### src/rtl/fft_pkg.sv
// -----------------------------------------------------------------------------
// fft_pkg
// Definitions shared by the unfolded radix-2 stage and its folded sequencer
// (stage_fold_ctrl).
//   - FFT frame geometry: 32 points, handled as 4 groups of 8 samples
//   - FSM state encoding for the folded sequencer
//   - the MAC-output to frame-slot mapping used by both stage variants
// No ports (package).
// -----------------------------------------------------------------------------
package fft_pkg;

  localparam int FFT_N      = 32;
  localparam int GROUPS     = 4;
  localparam int GROUP_SIZE = 8;
  localparam int MAC_LANES  = 4;   // butterflies per MAC issue (a0..a3 / b0..b3)
  localparam int GRP_W      = 2;   // bits needed to index GROUPS

  typedef enum logic [1:0] {
    ST_IDLE  = 2'd0,
    ST_ISSUE = 2'd1,
    ST_DRAIN = 2'd2,
    ST_DONE  = 2'd3
  } fold_state_e;

  // MAC output k lands at offset {0,4,1,5,2,6,3,7}[k] inside its group:
  // even outputs are the "a" half of each butterfly, odd outputs the "b" half.
  function automatic int slot_offset(input int k);
    if ((k % 2) == 1) begin
      slot_offset = MAC_LANES + (k / 2);
    end else begin
      slot_offset = k / 2;
    end
  endfunction

endpackage

### src/rtl/mac_tag_pipe.sv
// -----------------------------------------------------------------------------
// mac_tag_pipe
// Shift register that travels alongside the shared MAC so the controller knows
// which group (if any) is arriving on the MAC output. Depth equals the MAC
// latency; all stages clear on reset.
// Ports:
//   CLK    in   clock, rising edge
//   RST    in   asynchronous, active-high reset
//   i_tag  in   tag entering with the MAC inputs ({valid, group})
//   o_tag  out  tag aligned with the MAC result, p_depth cycles later
// -----------------------------------------------------------------------------
module mac_tag_pipe #(
  parameter int p_depth = 1,
  parameter int p_width = 3
) (
  input  logic               CLK,
  input  logic               RST,
  input  logic [p_width-1:0] i_tag,
  output logic [p_width-1:0] o_tag
);

  logic [p_width-1:0] r_stage [p_depth];

  always_ff @(posedge CLK or posedge RST) begin
    if (RST) begin
      for (int i = 0; i < p_depth; i++) begin
        r_stage[i] <= '0;
      end
    end else begin
      r_stage[0] <= i_tag;
      for (int i = 1; i < p_depth; i++) begin
        r_stage[i] <= r_stage[i-1];
      end
    end
  end

  assign o_tag = r_stage[p_depth-1];

endmodule

### src/rtl/stage_fold_ctrl.sv
// -----------------------------------------------------------------------------
// stage_fold_ctrl
// Sequencer for a folded radix-2 stage of the 32-point FFT. One shared MAC
// butterfly unit is time-multiplexed over the four 8-sample groups of a frame.
// The frame and twiddles are latched on start, one group is issued per cycle,
// and MAC results are scattered back into a 32-word output frame. o_done
// pulses for one cycle once the last group has been written.
//
// state    | meaning
// ---------+-------------------------------------------------------------
// ST_IDLE  | waiting for i_start; o_frame holds the previous result
// ST_ISSUE | group r_grp on o_macA/o_macB with o_macValid=1, four cycles
// ST_DRAIN | nothing issued; waiting for group 3 to leave the MAC
// ST_DONE  | one-cycle o_done pulse, then back to IDLE
//
// Ports:
//   CLK         in   clock, rising edge
//   RST         in   asynchronous, active-high reset
//   i_start     in   start request, only honoured in IDLE
//   i_frame     in   samples b0..b31, b_n at [n*p_inputBits +: p_inputBits]
//   i_widdle    in   twiddles w08..w38, one per slice
//   o_busy      out  frame in progress (ISSUE/DRAIN)
//   o_done      out  one-cycle completion pulse
//   o_frame     out  results c0..c31, same packing as i_frame
//   o_macA      out  MAC a0..a3 (zero when o_macValid=0)
//   o_macB      out  MAC b0..b3 (zero when o_macValid=0)
//   o_macW      out  latched twiddles to MAC c0..c3
//   o_macValid  out  o_macA/o_macB carry a live group
//   i_macOut    in   MAC out0..out7
// -----------------------------------------------------------------------------
module stage_fold_ctrl
  import fft_pkg::*;
#(
  parameter int p_inputBits  = 16,
  parameter int p_outputBits = 20,
  parameter int p_widdleBits = 4,
  parameter int p_macLatency = 1
) (
  input  logic                              CLK,
  input  logic                              RST,
  input  logic                              i_start,
  input  logic [FFT_N*p_inputBits-1:0]      i_frame,
  input  logic [MAC_LANES*p_widdleBits-1:0] i_widdle,
  output logic                              o_busy,
  output logic                              o_done,
  output logic [FFT_N*p_outputBits-1:0]     o_frame,
  output logic [MAC_LANES*p_inputBits-1:0]  o_macA,
  output logic [MAC_LANES*p_inputBits-1:0]  o_macB,
  output logic [MAC_LANES*p_widdleBits-1:0] o_macW,
  output logic                              o_macValid,
  input  logic [GROUP_SIZE*p_outputBits-1:0] i_macOut
);

  localparam int TAG_W = 1 + GRP_W;

  fold_state_e r_state;
  fold_state_e w_state_nxt;
  logic [GRP_W-1:0] r_grp;
  logic [GRP_W-1:0] w_grp_nxt;

  logic [FFT_N*p_inputBits-1:0]      r_frame;
  logic [MAC_LANES*p_widdleBits-1:0] r_widdle;
  logic [FFT_N*p_outputBits-1:0]     r_out;

  logic                              w_capture;
  logic                              w_issue;
  logic [GROUP_SIZE*p_inputBits-1:0] w_group;
  logic [TAG_W-1:0]                  w_tag_in;
  logic [TAG_W-1:0]                  w_tag_out;
  logic                              w_tag_valid;
  logic [GRP_W-1:0]                  w_tag_grp;

  // ---------------------------------------------------------------------------
  // FSM
  // ---------------------------------------------------------------------------
  always_ff @(posedge CLK or posedge RST) begin
    if (RST) begin
      r_state <= ST_IDLE;
      r_grp   <= '0;
    end else begin
      r_state <= w_state_nxt;
      r_grp   <= w_grp_nxt;
    end
  end

  always_comb begin
    w_state_nxt = r_state;
    w_grp_nxt   = r_grp;
    w_capture   = 1'b0;
    w_issue     = 1'b0;
    o_busy      = 1'b0;
    o_done      = 1'b0;
    case (r_state)
      ST_IDLE: begin
        if (i_start) begin
          w_capture   = 1'b1;
          w_grp_nxt   = '0;
          w_state_nxt = ST_ISSUE;
        end
      end
      ST_ISSUE: begin
        o_busy    = 1'b1;
        w_issue   = 1'b1;
        w_grp_nxt = r_grp + 1'b1;
        if (r_grp == GRP_W'(GROUPS - 1)) begin
          w_state_nxt = ST_DRAIN;
        end
      end
      ST_DRAIN: begin
        o_busy = 1'b1;
        // Groups leave the MAC in issue order, so group 3 is always last.
        if (w_tag_valid && (w_tag_grp == GRP_W'(GROUPS - 1))) begin
          w_state_nxt = ST_DONE;
        end
      end
      ST_DONE: begin
        o_done      = 1'b1;
        w_state_nxt = ST_IDLE;
      end
      default: begin
        w_state_nxt = ST_IDLE;
      end
    endcase
  end

  // ---------------------------------------------------------------------------
  // Frame / twiddle capture
  // ---------------------------------------------------------------------------
  always_ff @(posedge CLK or posedge RST) begin
    if (RST) begin
      r_frame  <= '0;
      r_widdle <= '0;
    end else if (w_capture) begin
      r_frame  <= i_frame;
      r_widdle <= i_widdle;
    end
  end

  // ---------------------------------------------------------------------------
  // MAC issue: group g supplies a = b[8g..8g+3], b = b[8g+4..8g+7]
  // ---------------------------------------------------------------------------
  assign w_group    = r_frame[r_grp*GROUP_SIZE*p_inputBits +: GROUP_SIZE*p_inputBits];
  assign o_macValid = w_issue;
  assign o_macA     = w_issue ? w_group[0 +: MAC_LANES*p_inputBits] : '0;
  assign o_macB     = w_issue ? w_group[MAC_LANES*p_inputBits +: MAC_LANES*p_inputBits] : '0;
  assign o_macW     = r_widdle;

  // ---------------------------------------------------------------------------
  // Tag pipe and result scatter
  // ---------------------------------------------------------------------------
  assign w_tag_in = {w_issue, r_grp};

  mac_tag_pipe #(
    .p_depth (p_macLatency),
    .p_width (TAG_W)
  ) u_tag_pipe (
    .CLK   (CLK),
    .RST   (RST),
    .i_tag (w_tag_in),
    .o_tag (w_tag_out)
  );

  assign w_tag_valid = w_tag_out[TAG_W-1];
  assign w_tag_grp   = w_tag_out[GRP_W-1:0];

  // Only the slots of the arriving group are rewritten, so o_frame keeps the
  // previous result until the next frame's groups overwrite it.
  always_ff @(posedge CLK or posedge RST) begin
    if (RST) begin
      r_out <= '0;
    end else if (w_tag_valid) begin
      for (int k = 0; k < GROUP_SIZE; k++) begin
        r_out[(int'(w_tag_grp)*GROUP_SIZE + slot_offset(k))*p_outputBits +: p_outputBits]
          <= i_macOut[k*p_outputBits +: p_outputBits];
      end
    end
  end

  assign o_frame = r_out;

endmodule

### config.mk
export PLATFORM = sky130hd
export DESIGN_NAME = stage_fold_ctrl
export DESIGN_NICKNAME = d
export VERILOG_FILES = /design/src/rtl/fft_pkg.sv /design/src/rtl/mac_tag_pipe.sv /design/src/rtl/stage_fold_ctrl.sv
export SDC_FILE = /design/constraint.sdc
export NUM_CORES = 2
export LEC_CHECK = 0
export CAP_MARGIN = 40
export CORE_AREA = 2 2 577 579
export DETAILED_ROUTE_END_ITERATION = 12
export DIE_AREA = 0 0 579 581
export DONT_BUFFER_PORTS = 1
export PLACE_DENSITY_LB_ADDON = 0.1
export SLEW_MARGIN = 25
export SYNTH_ARGS = -nofsm -noshare
export SYNTH_HDL_FRONTEND = slang
export SYNTH_SLANG_ARGS = --single-unit
### constraint.sdc
create_clock -name CLK -period 33.8 [get_ports CLK]
set_clock_uncertainty 0.15 [all_clocks]
set_input_delay 1.69 -clock CLK [delete_from_list [all_inputs] [get_ports CLK]]
set_output_delay 1.69 -clock CLK [all_outputs]
set_load 0.1 [all_outputs]
==> impl_results.md <==
- Outcome: finished, final reports clean
- Mapped Area: 57740 um^2
- Vias in the first global route: 52040
- PortBufs: 0
- Worst Path Arrival: 3.52 ns
- Register area share after synthesis: 50.92%
- Worst Max-Slew Pin Slew: 1.121 ns
- GRT Util Overall: 24.98%
- H-tree Lvls: 4
- Tcrit/Tclk final: 15.84%
- Avg Inst Size Synth: 11.20 um^2
- Pre-antenna DRT Iters: 6
- Seq cells post-synth: 1175
- Crit path required time: 31.96 ns
- Post-layout util: 25.82%
- Power Internal: 5.686 mW
- Comb power frac: 61.1%
- Design area: 85140 um^2
- Starting Density: 17.51%
- Die outline area: 336400 um^2
- Seq pwr share: 24.3%
- Worst setup path class: flop to output port
- Hold Slack: 0.3381 ns
- Fmax: 186.7 MHz
- Top delay family on crit path: flip-flops
- Worst-skew pair later-pin latency: 0.85 ns
- Reg clk slew, reported paths: 0.06 ns
- Worst Path Buf+Inv: 2
- Initial antenna violation count: 279
- Post-route ant nets: 0
- Sw Ratio: 53.73%
- Pwr Density: 144.3 nW/um^2
- Area delta synth->final: 47.46%
- Number of library cell types mapped by synthesis: 94
- Slowest stage cell on the critical path: dfrtp_4
- CTS Root Buffer Type: clkbuf_16
- Layout cells sized above 1: 33.38%
- TritonCTS clock tree: yes
- Top Ports: 1478
- Hold Buf Count CTS: 0
- DP HPWL: 334600 um
- # DRC: 0
- Clock sink count: 1175
- Maxcap violations: 0
- Crit path launch type: flop
- GPL Wtd Cong: 0.8873
- Die X: 579 um
- GRT met3 Usage: 8.774%
- Slowest stage delay, CP: 0.85 ns
- Layer carrying the most global-route usage: met2
- Routed WL: 433100 um
- Async SR Flop Fraction: 100.0%
- Synthesized instance count: 5156
- Leak Pwr: 34.09 nW
- Post_cts resized: 0
- Grt total ovfl: 0
- Clk pwr share: 14.6%
- Slew HR: 25.25%
- Die Height: 581 um
- Num CTS Buffers: 164
- Clk buf depth: 4
- Worst-path fanout max: 102
- Sw Pwr: 6.603 mW
- DRT iter0 DRCs: 4868
- Largest net degree at the start of global routing: 167
- Slew Limit Fails: 0
- Max rail drop VDD: 0.1360 mV
- Synth Warn #: 0
- Power, Total: 12.29 mW
- Final setup vio count: 0
- Post-Syn Nets: 5860
- Setup TNS: 0 ns
- GR Util met1: 27.41%
- EDFF count, synth: 0
- Final Critical Period: 5.355 ns
- Top FF cell, synth: dfrtp_1
- First-pass GRT wire length: 560600 um
- Routed wire per std cell: 41.60 um
- Hold Path Class: flop to flop
- Area post-placement: 78710 um^2
- Via density per instance: 5.017
- CP cell instances: buf_12 -> mux4_2 -> and2_1 -> buf_8
- Post-CTS Setup Bufs: 0
- Core footprint: 329700 um^2
- Row cnt: 211
- RSZ-0062 raised after global routing: false
- Grt met2 use: 43.38%
- Endpoint type of the worst setup path: output port
- Vias: 52220
- Final hold violation count: 0
- Final net count: 6525
==> path summary, 6_finish.rpt <==
check / start / to / slack, ns / depth (start not counted)
max: r_grp[1] / o_macA[48] / 28.44 / 4
min: o_frame[619] / o_frame[619] / 0.34 / 1
max reg2reg: u_tag_pipe.o_tag[0] / o_frame[208] / 28.56 / 10
min reg2reg: o_frame[619] / o_frame[619] / 0.34 / 1
max in group asynchronous: RST / o_frame[50] / 28.94 / 9
min in group asynchronous: RST / r_frame[13] / 0.78 / 2
==> layout make-up <==
cell class	instances	area, um^2
inverters	26	101.3
fillers	34160	244600
clock buffers	249	4827
clock inverters	42	535.5
multi-input cells	3422	26310
flip-flops and latches	1175	29450
repair buffers	1032	18210
diodes	98	245.2
well taps	4366	5463
==> through the flow <==
stage	std cells	setup WS [ns]
after floorplan	5156	15.73
after global placement	9299	26.87
after detailed placement	9953	27.32
after CTS	10240	27.97
after global routing	10340	28.36
final	10410	28.44
==> kinds of logic after synthesis <==
family                   Yosys count  synth area share (%)
AND/OR/NAND/NOR                 1449                 13.00
AO/OA/AOI/OAI                   1292                 16.12
flip-flops                      1175                 50.92
multiplexers                     668                 15.52
buffers and inverters            559                 4.143
adder cells (fa/ha/maj)           13                0.2817
==> synth_stat cells (13+ instances only) <==
library cell  number  area, um^2
buf_1             27       101.4
a211oi_1          35       262.8
o31ai_1           32       240.2
or3_1             22       137.6
o221ai_1          38       332.8
a32oi_1           70       613.1
and3b_1           13       113.9
o22ai_1           18       112.6
nor3b_1           19       142.6
a22o_1           108       945.9
a21oi_1          224        1121
buf_4             16       120.1
nor2_1           360        1351
ha_1              13       162.7
and3_1            47       294.0
nor4_1            15       93.84
nand3b_1          20       150.1
and2_1           170        1064
mux4_2           128        2883
inv_1             26       97.59
dfrtp_1         1175       29400
nand4_1           66       412.9
a2bb2oi_1         17       148.9
nor3_1            31       155.2
nand2_1          363        1363
a211o_1           23       201.4
o22a_1            14       122.6
clkbuf_1         343        1287
a221o_1           37       370.4
a21o_1            40       300.3
buf_2            137       685.7
a31oi_1          130       813.3
a311oi_1          16       140.1
nor2b_1           33       206.5
nand3_1          171       855.8
mux2_2           540        6081
o21a_1            16       120.1
nor4bb_1          14       140.1
a32o_1            45       450.4
nand2b_1          20       125.1
a221oi_1         135        1182
o21ai_0          193       965.9
a22oi_1           21       157.7
==> state kept, by name, indices dropped and copies added, names as in the netlist <==
| name | flops |
|---|---|
| o_frame | 640 |
| u_tag_pipe.o_tag | 3 |
| r_state | 2 |
| r_frame | 512 |
| r_grp | 2 |
| o_macW | 16 |
==> power by group through the flow <==
stage / sequential (mW) / combinational (mW) / clock (mW)
after floorplan: 4.73 / 2.32 / 0
after global placement: 4.66 / 4.04 / 0
after detailed placement: 3.08 / 7.40 / 0
after CTS: 3.06 / 7.41 / 1.85
after global routing: 3.04 / 7.72 / 1.90
final: 2.98 / 7.51 / 1.80
==> per-layer routing <==
metal	up-vias	wire length, um
li1	20840	-
met5	-	1411
met2	2941	213700
met4	216	22170
met3	933	40330
met1	27290	155400
==> layout by cell type (no fill, tap or decap), drive strengths merged, types with 135 or more instances in the layout <==
cell / instances
nand2: 363
o21ai: 204
buf: 982
nand3: 171
a21oi: 224
a221oi: 135
dfrtp: 1175
and2: 172
mux2: 540
nor2: 367
clkbuf: 299
(Power assumes the default switching activity.)
